File: src/rtl/alu_arbiter.sv
// alu_arbiter: two requesters share one external combinational ALU.
// IDLE picks a requester and latches its opcode and operands. EXEC captures
// the ALU result. RESP holds that result for the granted requester until
// the requester takes it.
// Arbitration is round-robin by default. Defining ALU_ARB_FIXED_PRIO_EN
// gives requester 0 fixed priority instead.
module alu_arbiter #(
  parameter int WIDTH = 48,
  parameter int OPW   = 4
) (
  input  logic             clk,
  input  logic             rst_n,
  input  logic             req0_valid,
  output logic             req0_ready,
  input  logic [OPW-1:0]   req0_op,
  input  logic [WIDTH-1:0] req0_a,
  input  logic [WIDTH-1:0] req0_b,
  output logic             rsp0_valid,
  input  logic             rsp0_ready,
  output logic [WIDTH-1:0] rsp0_result,
  output logic             rsp0_zero,
  input  logic             req1_valid,
  output logic             req1_ready,
  input  logic [OPW-1:0]   req1_op,
  input  logic [WIDTH-1:0] req1_a,
  input  logic [WIDTH-1:0] req1_b,
  output logic             rsp1_valid,
  input  logic             rsp1_ready,
  output logic [WIDTH-1:0] rsp1_result,
  output logic             rsp1_zero,
  output logic [OPW-1:0]   alu_op,
  output logic [WIDTH-1:0] alu_operand1,
  output logic [WIDTH-1:0] alu_operand2,
  input  logic [WIDTH-1:0] alu_result,
  input  logic             alu_zero,
  output logic             busy
);

  typedef enum logic [1:0] {IDLE, EXEC, RESP} state_t;

  state_t           state_q, state_d;
  logic [OPW-1:0]   op_q, op_d;
  logic [WIDTH-1:0] a_q, a_d;
  logic [WIDTH-1:0] b_q, b_d;
  logic [WIDTH-1:0] res_q, res_d;
  logic             zero_q, zero_d;
  logic             gnt_q, gnt_d;
  logic             last_grant_q, last_grant_d;
  logic             pick1;
  logic             rsp_take;

  // Arbitration: pick1 is high when requester 1 would be granted this cycle.
  always_comb begin
    pick1 = 1'b0;
`ifdef ALU_ARB_FIXED_PRIO_EN
    pick1 = req1_valid & ~req0_valid;
`else
    pick1 = req1_valid & (~req0_valid | ~last_grant_q);
`endif
  end

  // Ready is combinational and only asserted while idle.
  always_comb begin
    req0_ready = (state_q == IDLE) & req0_valid & ~pick1;
    req1_ready = (state_q == IDLE) & pick1;
  end

  // The granted requester's ready condition for leaving RESP.
  always_comb begin
    rsp_take = gnt_q ? rsp1_ready : rsp0_ready;
  end

  // Next-state and datapath register updates.
  always_comb begin
    state_d      = state_q;
    op_d         = op_q;
    a_d          = a_q;
    b_d          = b_q;
    res_d        = res_q;
    zero_d       = zero_q;
    gnt_d        = gnt_q;
    last_grant_d = last_grant_q;
    unique case (state_q)
      IDLE: begin
        if (req0_valid || req1_valid) begin
          gnt_d   = pick1;
          op_d    = pick1 ? req1_op : req0_op;
          a_d     = pick1 ? req1_a  : req0_a;
          b_d     = pick1 ? req1_b  : req0_b;
          state_d = EXEC;
        end
      end
      EXEC: begin
        res_d   = alu_result;
        zero_d  = alu_zero;
        state_d = RESP;
      end
      RESP: begin
        if (rsp_take) begin
          last_grant_d = gnt_q;
          state_d      = IDLE;
        end
      end
      default: state_d = IDLE;
    endcase
  end

  // State and datapath flops; reset discards any in-flight transaction.
  always_ff @(posedge clk or negedge rst_n) begin
    if (!rst_n) begin
      state_q      <= IDLE;
      op_q         <= '0;
      a_q          <= '0;
      b_q          <= '0;
      res_q        <= '0;
      zero_q       <= 1'b0;
      gnt_q        <= 1'b0;
      last_grant_q <= 1'b1;
    end else begin
      state_q      <= state_d;
      op_q         <= op_d;
      a_q          <= a_d;
      b_q          <= b_d;
      res_q        <= res_d;
      zero_q       <= zero_d;
      gnt_q        <= gnt_d;
      last_grant_q <= last_grant_d;
    end
  end

  // Outputs are decoded purely from flops. The non-granted side reads zero.
  always_comb begin
    alu_op       = op_q;
    alu_operand1 = a_q;
    alu_operand2 = b_q;
    busy         = (state_q != IDLE);
    rsp0_valid   = (state_q == RESP) & ~gnt_q;
    rsp1_valid   = (state_q == RESP) &  gnt_q;
    rsp0_result  = rsp0_valid ? res_q : '0;
    rsp1_result  = rsp1_valid ? res_q : '0;
    rsp0_zero    = rsp0_valid & zero_q;
    rsp1_zero    = rsp1_valid & zero_q;
  end

endmodule
File: config.mk
export PLATFORM = sky130hd
export DESIGN_NAME = alu_arbiter
export DESIGN_NICKNAME = d
export VERILOG_FILES = /design/src/rtl/alu_arbiter.sv
export SDC_FILE = /design/constraint.sdc
export NUM_CORES = 1
export LEC_CHECK = 0
export ABC_AREA = 1
export CAP_MARGIN = 20
export CORE_AREA = 2 2 179 181
export DETAILED_ROUTE_END_ITERATION = 16
export DIE_AREA = 0 0 181 183
export DONT_BUFFER_PORTS = 1
export GPL_TIMING_DRIVEN = 0
export HOLD_SLACK_MARGIN = 0.02
export SYNTH_ARGS = -nofsm -noshare
export SYNTH_HDL_FRONTEND = slang
export SYNTH_SLANG_ARGS = --single-unit
File: constraint.sdc
create_clock -name clk -period 3.8 [get_ports clk]
set_clock_uncertainty 0.15 [all_clocks]
set_input_delay 0.38 -clock clk [delete_from_list [all_inputs] [get_ports clk]]
set_output_delay 0.38 -clock clk [all_outputs]
set_load 0.05 [all_outputs]
==> impl_metrics.toml <==
[placed_design]
numPortBuffers = 0
globalplace.congestion = 0.8981
dpl.hpwl_mm = 22.71
placement.setup.worst_slack_ns = 1.017

[sta]
timing.final.ws_setup_ns = 0.5441
final_report_max_slew_violation_count = 0
fin_setup_tns_ns = 0
period_minus_slack_ns = 3.256
worst_slew_margin_rel_pct = 27.01
worst_slew_pin_tran_ns = 1.091
hold_viol = 153
setup_repair_after_global_routing_missed_its_margin = "no"
max_freq_mhz = 307.1
whs_ns = -0.5104
timing.final.setup_violations = 0
post_route_fraction_of_the_period_consumed_by_the_critical_path_pct = 85.68

[final_layout]
flow.area_growth_from_synthesis_pct = 31.15
final_cell_mix = "nand2_1 (314), inv_1 (252), nand3_1 (200)"
layout-drive-gt1-share_pct = 6.341
final_net_count = 1614
mostFrequentLayoutCell = "nand2_1"
final_core_utilization_pct = 34.48

[clocking]
clk_root_buffer_cell = "clkbuf_16"
clk_path_buf_depth = 2
cts_tree = "done"
post-cts-setup-buffer-count = 0
clk_latency_ns = 0.42
cts_inserted_buffers = 17
ctsResizeCount = 0
clock_sink_count = 153
htree_levels = 4
clkSlewWorstSetupHoldPaths_ns = 0.07
hold_buf_cts = 137

[logic_synthesis]
synth_cell_types = 17
ys_ff_latch = 153
number_of_synthesized_flops_with_an_enable_pin = 0
post_synth_instance_area_um2 = 8209
number_of_instances_in_the_synthesized_netlist = 1203
share_of_synthesized_area_occupied_by_flip_flops_and_latches_pct = 46.65
yosys_warnings = 0
ys_dominant_reg_cell = "dfrtp_1"
average_cell_area_after_synthesis_um2 = 6.824
syn-num-nets = 1458
async_flop_share_pct = 100.0

[global_route]
grt_overflow_total = 0
via_count_of_the_first_global_routing_pass = 8173
grt_usage_pct = 18.48
grt_antenna_before_repair = 1
grt_pass1_wl_mm = 46.78
grt_max_degree = 154

[die]
core_area_um2 = 31230
fp.dieArea_um2 = 33120
chipWidth_um = 181
top_level_ports = 458
rows = 65
die_span_in_y_um = 183
initial_core_util_pct = 26.29

[power_and_ir_drop]
pwr_density_nw_per_um2 = 1010
vdd.ir_drop.worst_mv = 0.4110
p_leak_uw = 0.006048

[worst_setup_path]
crit_path_end_kind = "output pin"
rr_worst_depth = 8
count_of_buffer_and_inverter_cells_on_the_critical_path = 3
worstSetupPathType = "reg2out"
cp_top_family = "simple AND/OR/NAND/NOR gates"
arrival_ns = 2.73
critical-path-max-stage-delay_ns = 0.89
cp-start-kind = "flop"
worstPathCellList = "nor2_2 > inv_2 > nor2_4 > inv_2 > clkbuf_1 > nor2_1"
data_required_time_of_the_critical_path_ns = 3.27
worstReg2RegStart = "state_q[0]"
worst_path_most_repeated_cell = "inv_2"
register_to_register_setup_slack_ns = 1.20
regToRegEndpoint = "alu_operand1[22]"
slowest_stage = "nor2_1"
worstPathMaxFanout = 10

[drt]
vias = 8317
drt_first_pass_iters = 5
finalWirelength_mm = 31.44
wl_met3_mm = 2.272
m1WireLength_mm = 12.06
drc = 0
detail-route-antenna-nets = 0
wl_per_cell_um = 17.71
avgViaCountPerCell = 4.686
drt-initial-drc-count = 432
dr_wl_met2_mm = 15.59
topRoutingLayerUsed = "met4"

[hold_path]
worstHoldPathType = "in2async"

[run_status]
outcome = "finished, violations left"
violated_checks = "hold timing"

[flow_run]
max-cap-violations = 0
[registers in the layout (all words and copies together) (netlist names)]
signal and count:
zero_q 1, gnt_q 1, state_q 2, alu_operand2 48, alu_operand1 48, alu_op 4
res_q 48, last_grant_q 1
[through the flow]
stage                     cell area, um^2  power, uW  std cells  hold WS [ns]
after floorplan                      8209       7749       1203      -0.06559
after global placement               8712       8694       1605      -0.06183
after detailed placement             8712       8756       1605      -0.06239
after CTS                           10760      10930       1774       -0.5373
after global routing                10770      11470       1775       -0.5404
final                               10770      10880       1775       -0.5104
[Yosys cell counts (2+ instances only)]
library cell	n	area [um^2]
a21oi_1	49	245.2
inv_1	252	945.9
nand2_1	314	1179
buf_6	2	22.52
buf_1	2	7.510
nand3_1	200	1001
inv_2	3	11.26
buf_2	28	140.1
nor2_1	142	533.0
dfrtp_1	152	3804
nor2_2	11	68.82
clkbuf_1	33	123.9
o21ai_0	2	10.01
buf_4	10	75.07
[routing by layer]
metal	vias up	GRT usage, %
met3	94	4.428
met4	0	9.724
li1	3883	-
met5	-	0
met1	3856	20.53
met2	484	32.89
[final cells by class]
cell class,instances,area [um^2]
inverters,255,957.2
flip-flops and latches,153,3830
diodes,1,2.502
repair buffers,137,1371
clock buffers,19,442.9
well taps,402,503.0
fillers,3227,20460
multi-input cells,720,3053
plain buffers,75,369.1
clock inverters,13,237.7
[worst max-delay path by stage]
stage | from | endpoint | slack, ns | depth (start not counted)
floorplan | state_q[0] | rsp1_result[10] | 1.41 | 6
global placement | state_q[0] | rsp1_result[8] | 1.03 | 6
detailed placement | state_q[0] | rsp1_result[31] | 1.02 | 6
CTS | state_q[0] | rsp1_result[21] | 0.53 | 6
global route | state_q[0] | rsp1_result[36] | 0.40 | 6
finish | state_q[0] | rsp1_result[29] | 0.54 | 6
[kinds of logic after synthesis]
family	share of synthesized area [%]
buf+inv	16.16
flops	46.65
simple gates	34.02
compound gates	3.170
[where the power goes]
group	switching [uW]	internal, uW
Combinational	3020	951
Sequential	2490	2410
Clock	742	1260
No activity file was read; power rests on OpenSTA's default activity.
